<file path="src/rtl/bit_unshifter_if.sv">
// rtl/bit_unshifter_if.sv - input/output handshake bundle for the bit unshifter
interface bit_unshifter_if #(
  parameter int WIDTH = 40,
  parameter int CNT_W = 4
);
  logic             in_valid;
  logic             in_ready;
  logic [WIDTH-1:0] in_val;
  logic [CNT_W-1:0] in_divider;
  logic             out_valid;
  logic             out_ready;
  logic [WIDTH-1:0] out_val;
  logic [CNT_W-1:0] out_divider;
  logic             out_sat;
  logic             busy;

  modport slave (
    input  in_valid, in_val, in_divider, out_ready,
    output in_ready, out_valid, out_val, out_divider, out_sat, busy
  );

  modport master (
    output in_valid, in_val, in_divider, out_ready,
    input  in_ready, out_valid, out_val, out_divider, out_sat, busy
  );
endinterface

</file>
<file path="src/rtl/bit_unshifter.sv">
// rtl/bit_unshifter.sv - restores a left-normalized value by one STEP-bit right shift per clock
module bit_unshifter #(
  parameter int WIDTH = 40,
  parameter int STEP  = 4,
  parameter int CNT_W = 4
) (
  input  logic            clk,
  input  logic            rst,
  bit_unshifter_if.slave  bus
);
  localparam int               MAX_SHIFTS = WIDTH / STEP;
  localparam logic [CNT_W-1:0] MAX_CNT    = CNT_W'(MAX_SHIFTS);

  typedef enum logic [1:0] {IDLE, SHIFT, DONE} state_t;

  state_t           r_state;
  logic [WIDTH-1:0] r_data;
  logic [CNT_W-1:0] r_count;
  logic [CNT_W-1:0] r_out_divider;
  logic             r_out_sat;
  logic             r_in_ready;
  logic             r_out_valid;
  logic             r_busy;

  logic             w_accept;
  logic             w_sat;
  logic [CNT_W-1:0] w_count_dec;

  assign w_accept    = bus.in_valid && r_in_ready;
  assign w_sat       = (bus.in_divider > MAX_CNT);
  assign w_count_dec = r_count - 1'b1;

  // Saturated requests still run MAX_CNT shifts, which empties data_reg to zero.
  always_ff @(posedge clk) begin
    if (rst) begin
      r_state       <= IDLE;
      r_data        <= '0;
      r_count       <= '0;
      r_out_divider <= '0;
      r_out_sat     <= 1'b0;
      r_in_ready    <= 1'b1;
      r_out_valid   <= 1'b0;
      r_busy        <= 1'b0;
    end else begin
      case (r_state)
        IDLE: begin
          if (w_accept) begin
            r_data        <= bus.in_val;
            r_out_divider <= bus.in_divider;
            r_out_sat     <= w_sat;
            r_count       <= w_sat ? MAX_CNT : bus.in_divider;
            r_in_ready    <= 1'b0;
            r_busy        <= 1'b1;
            if (bus.in_divider == '0) begin
              r_state     <= DONE;
              r_out_valid <= 1'b1;
            end else begin
              r_state     <= SHIFT;
            end
          end
        end
        SHIFT: begin
          r_data  <= r_data >> STEP;
          r_count <= w_count_dec;
          if (w_count_dec == '0) begin
            r_state     <= DONE;
            r_out_valid <= 1'b1;
          end
        end
        DONE: begin
          if (bus.out_ready) begin
            r_state     <= IDLE;
            r_out_valid <= 1'b0;
            r_in_ready  <= 1'b1;
            r_busy      <= 1'b0;
          end
        end
        default: begin
          r_state     <= IDLE;
          r_out_valid <= 1'b0;
          r_in_ready  <= 1'b1;
          r_busy      <= 1'b0;
        end
      endcase
    end
  end

  assign bus.in_ready    = r_in_ready;
  assign bus.out_valid   = r_out_valid;
  assign bus.out_val     = r_data;
  assign bus.out_divider = r_out_divider;
  assign bus.out_sat     = r_out_sat;
  assign bus.busy        = r_busy;
endmodule

</file>
<file path="src/flat_wrapper.sv">
// flat-port wrapper written by rule: the top's interface ports become plain ports
module bit_unshifter_flat 
#(
  parameter int WIDTH = 40,
  parameter int STEP  = 4,
  parameter int CNT_W = 4
)
  (clk, rst, bus_in_valid, bus_in_val, bus_in_divider, bus_out_ready, bus_in_ready, bus_out_valid, bus_out_val, bus_out_divider, bus_out_sat, bus_busy);
  bit_unshifter_if #(.WIDTH(WIDTH), .CNT_W(CNT_W)) bus_i ();
  input  logic clk;
  input  logic rst;
  input wire logic [$bits(bus_i.in_valid)-1:0] bus_in_valid;
  input wire logic [$bits(bus_i.in_val)-1:0] bus_in_val;
  input wire logic [$bits(bus_i.in_divider)-1:0] bus_in_divider;
  input wire logic [$bits(bus_i.out_ready)-1:0] bus_out_ready;
  output wire logic [$bits(bus_i.in_ready)-1:0] bus_in_ready;
  output wire logic [$bits(bus_i.out_valid)-1:0] bus_out_valid;
  output wire logic [$bits(bus_i.out_val)-1:0] bus_out_val;
  output wire logic [$bits(bus_i.out_divider)-1:0] bus_out_divider;
  output wire logic [$bits(bus_i.out_sat)-1:0] bus_out_sat;
  output wire logic [$bits(bus_i.busy)-1:0] bus_busy;
  assign bus_i.in_valid = bus_in_valid;
  assign bus_i.in_val = bus_in_val;
  assign bus_i.in_divider = bus_in_divider;
  assign bus_i.out_ready = bus_out_ready;
  assign bus_in_ready = bus_i.in_ready;
  assign bus_out_valid = bus_i.out_valid;
  assign bus_out_val = bus_i.out_val;
  assign bus_out_divider = bus_i.out_divider;
  assign bus_out_sat = bus_i.out_sat;
  assign bus_busy = bus_i.busy;
  bit_unshifter #(.WIDTH(WIDTH), .STEP(STEP), .CNT_W(CNT_W)) u_core (.clk(clk), .rst(rst), .bus(bus_i));
endmodule
</file>
<file path="config.mk">
export PLATFORM = sky130hd
export DESIGN_NAME = bit_unshifter_flat
export DESIGN_NICKNAME = d
export VERILOG_FILES = /design/src/rtl/bit_unshifter_if.sv /design/src/rtl/bit_unshifter.sv /design/src/flat_wrapper.sv
export SDC_FILE = /design/constraint.sdc
export NUM_CORES = 1
export LEC_CHECK = 0
export CORE_AREA = 2 2 80 82
export CTS_CLUSTER_DIAMETER = 40
export DETAILED_ROUTE_END_ITERATION = 8
export DIE_AREA = 0 0 82 84
export HOLD_SLACK_MARGIN = 0.15
export PLACE_DENSITY = 0.8
export RECOVER_POWER = 100
export SLEW_MARGIN = 20
export SYNTH_ARGS = -nofsm -noshare
export SYNTH_HDL_FRONTEND = slang
export SYNTH_SLANG_ARGS = --single-unit
</file>
<file path="constraint.sdc">
create_clock -name clk -period 1.9 [get_ports clk]
set_input_delay 0.19 -clock clk [delete_from_list [all_inputs] [get_ports clk]]
set_output_delay 0.19 -clock clk [all_outputs]
set_load 0.005 [all_outputs]
</file>
==> run metrics <==
total number of vias=around 2400; WHS=0.2725 ns; area share of the largest cell type after synthesis=0.4075; maximum number of pins on one net before global-route repair=31; H-tree lvl count=2; startpoint type of the worst setup path=flip-flop; worst slack at placement=0.1160 ns; Starting Density=0.4351; share of synthesized registers carrying an async set or reset=0; post-layout min period=between 1.5 and 2 ns; Tightest Pin Transition=~0.50 ns; # resized after CTS=0; first-pass GRT wire length=between 10000 and 15000 um; Worst IR Drop VDD=0.0006787 V; final critical-path setup slack=0.2903 ns; tightest slew margin relative to the limit=0.6675; Crit-path slowest cell=dfxtp_1; number of enable-type register cells in the synthesized netlist=0; total power draw=just under 5 mW; Post-CTS Setup Repair Bufs=0; Vert. Die Dim=between 80 and 90 um; critical path start-end classification=flip-flop to flip-flop; Detailed Route WL=6591 um; fraction of the cycle the final worst path needs=0.8472; number of optimization iterations in the first detailed-route pass=4; GR Util All Layers=0.1904; worst hold path type=input pin to flip-flop; Post-Synth Adder-Cell Area=0.009434; remaining antenna violation count after routing=0; TritonCTS clock tree=built; cell chosen for the clock root=clkbuf_8; register area share after synthesis=0.4075; Synth area leaders=dfxtp_1, a311oi_2, nand2_1; Antenna diodes=0; DRC viols=0; clock-pin slew on the worst setup and hold paths=about 0.10 ns; die outline area=between 6000 and 7000 um2; critical-path cell list=inv_2 -> nor2_2 -> buf_4 -> nand2_1 -> a311oi_2; distinct cell type count of the synthesized netlist=35; critical path data arrival time=roughly 1.8 ns; total nets after synthesis=350; cell area after synthesis=between 2000 and 3000 um2; setup repair after global routing missed its margin=no; fraction of the mapped netlist area in compound gates=0.2811; number of placed instances, taps included=~460; Die Wd=a little over 80 um; simple-gate share of the synthesized area=0.2269; routability-driven placement congestion ratio=~0.74; max_cap viols=0; Synth Area per Inst=~8.8 um2; skew final=around 0.013 ns; commonest non-fill, non-tap cells in the layout=nand2_1, dfxtp_1, dlygate4sd3_1; fraction of layout cells with a size suffix above 1=0.1355; final HPWL from detailed placement=between 4000 and 5000 um; largest fanout on the critical path=10; clock tree buffer depth=2; wire per inst=14.08 um; insertion delay of the later-clocked pin in the worst-skew pair=roughly 0.31 ns; Total Neg Setup Slack=0 ns; maximum single-stage delay on the critical path=between 0.4 and 0.5 ns; Worst EP required=2.12 ns; IO Port Bufs=95; most frequent standard cell in the layout excluding fill and tap cells=nand2_1; number of global-route vias before repair=approximately 2400; Worst setup EP type=flip-flop; Leakage Power=~1.5 nW; cell taking the most area after synthesis=dfxtp_1; warnings from Yosys=0; pins over their slew limit=0; share of synthesized area spent on multiplexers=0; fin util=0.6041; final hold violation count=0; count of final setup violators=0; placed instance area=approximately 3700 um2; result of the run=finished clean; I/O pin count=96; Fmax achieved=about 0.62 GHz; count of nets after finishing=441; dominant register cell in the synthesized netlist=dfxtp_1; Inserted Clock Buffers=5; total of flip-flops plus latches after synthesis=54; post-route non-filler standard cell count=roughly 470; total non-filler cell area in the finished layout=3682 um2; via density per instance=5.184; XOR/XNOR share of the synthesized area=0.003302; pwr/cell area=about 1300 nW/um2; CTS hold repair buffers=0; number of DRC violations after detailed-routing iteration 0=83; synthesized instance count=300; main combinational cell family by area after synthesis=compound AO/OA/AOI/OAI gates; Layout area overhead=38.82%; core footprint=6096 um2; GRT overflow=0; number of antenna violations at the first check in global routing=0; number of standard-cell rows in the floorplan=29; clock sink count=54
-- area by class of cell --
type	instances	area, um2
flip-flops and latches	54	1081
clock buffers	6	72.57
fillers	566	2414
repair buffers	110	1094
clock inverters	1	7.507
inverters	5	18.77
multi-input cells	215	1313
well taps	77	96.34
-- synth_stat cells, types with 2 or more instances --
cell type  instances
a211oi_1           2
a21o_1             4
a21oi_1           15
a311oi_2          35
buf_2              8
buf_4              7
buf_6              5
clkbuf_1           6
dfxtp_1           54
ha_1               2
inv_1              4
nand2_1           87
nand3_1            6
nor2_1            38
nor3_1             5
nor4_1             2
o21a_1             2
-- cells by family (layout without fill, tap and decap cells) --
family / after synthesis / after routing
XOR/XNOR: 1 / 1
buffers and inverters: 31 / 122
flip-flops: 54 / 54
AO/OA/AOI/OAI: 68 / 68
adder cells (fa/ha/maj): 2 / 2
AND/OR/NAND/NOR: 144 / 144
-- registers in the layout, summed over array words and instances, names as in the netlist --
name / cells
u_core.r_state: 2
u_core.bus.out_val: 40
u_core.bus.out_divider: 4
u_core.bus.busy: 1
u_core.bus.out_valid: 1
u_core.bus.in_ready: 1
u_core.bus.out_sat: 1
u_core.r_count: 4
-- worst max-delay path, delay by kind of cell, from the launching register on --
family | cells | cell delay, ns
simple gates | 2 | 0.50
flops | 1 | 0.49
compound gates | 1 | 0.24
buf+inv | 2 | 0.31
-- metal layers --
layer,vias up,track usage,routed length (um)
met5,-,0,0
li1,1227,-,-
met3,2,0.05736,445
met4,0,0.03030,19
met1,1126,0.2384,3021
met2,71,0.3237,3104
-- power by group --
group	internal [mW]	total [mW]	switching, mW
clock	0.254	0.622	0.368
combinational	1.23	2.47	1.24
sequential	1.51	1.81	0.293
-- path summary, 6_finish.rpt --
path	start	to	slack, ns	depth (start not counted)
worst max-delay path	u_core.r_state[0]	u_core.bus.out_val[0]	0.29	5
worst min-delay path	rst	u_core.r_state[1]	0.27	3
worst max register to register	u_core.r_state[0]	u_core.bus.out_val[0]	0.29	5
worst min register to register	u_core.bus.out_valid	u_core.bus.out_valid	0.46	1
Power figures use the tool's default switching activity.
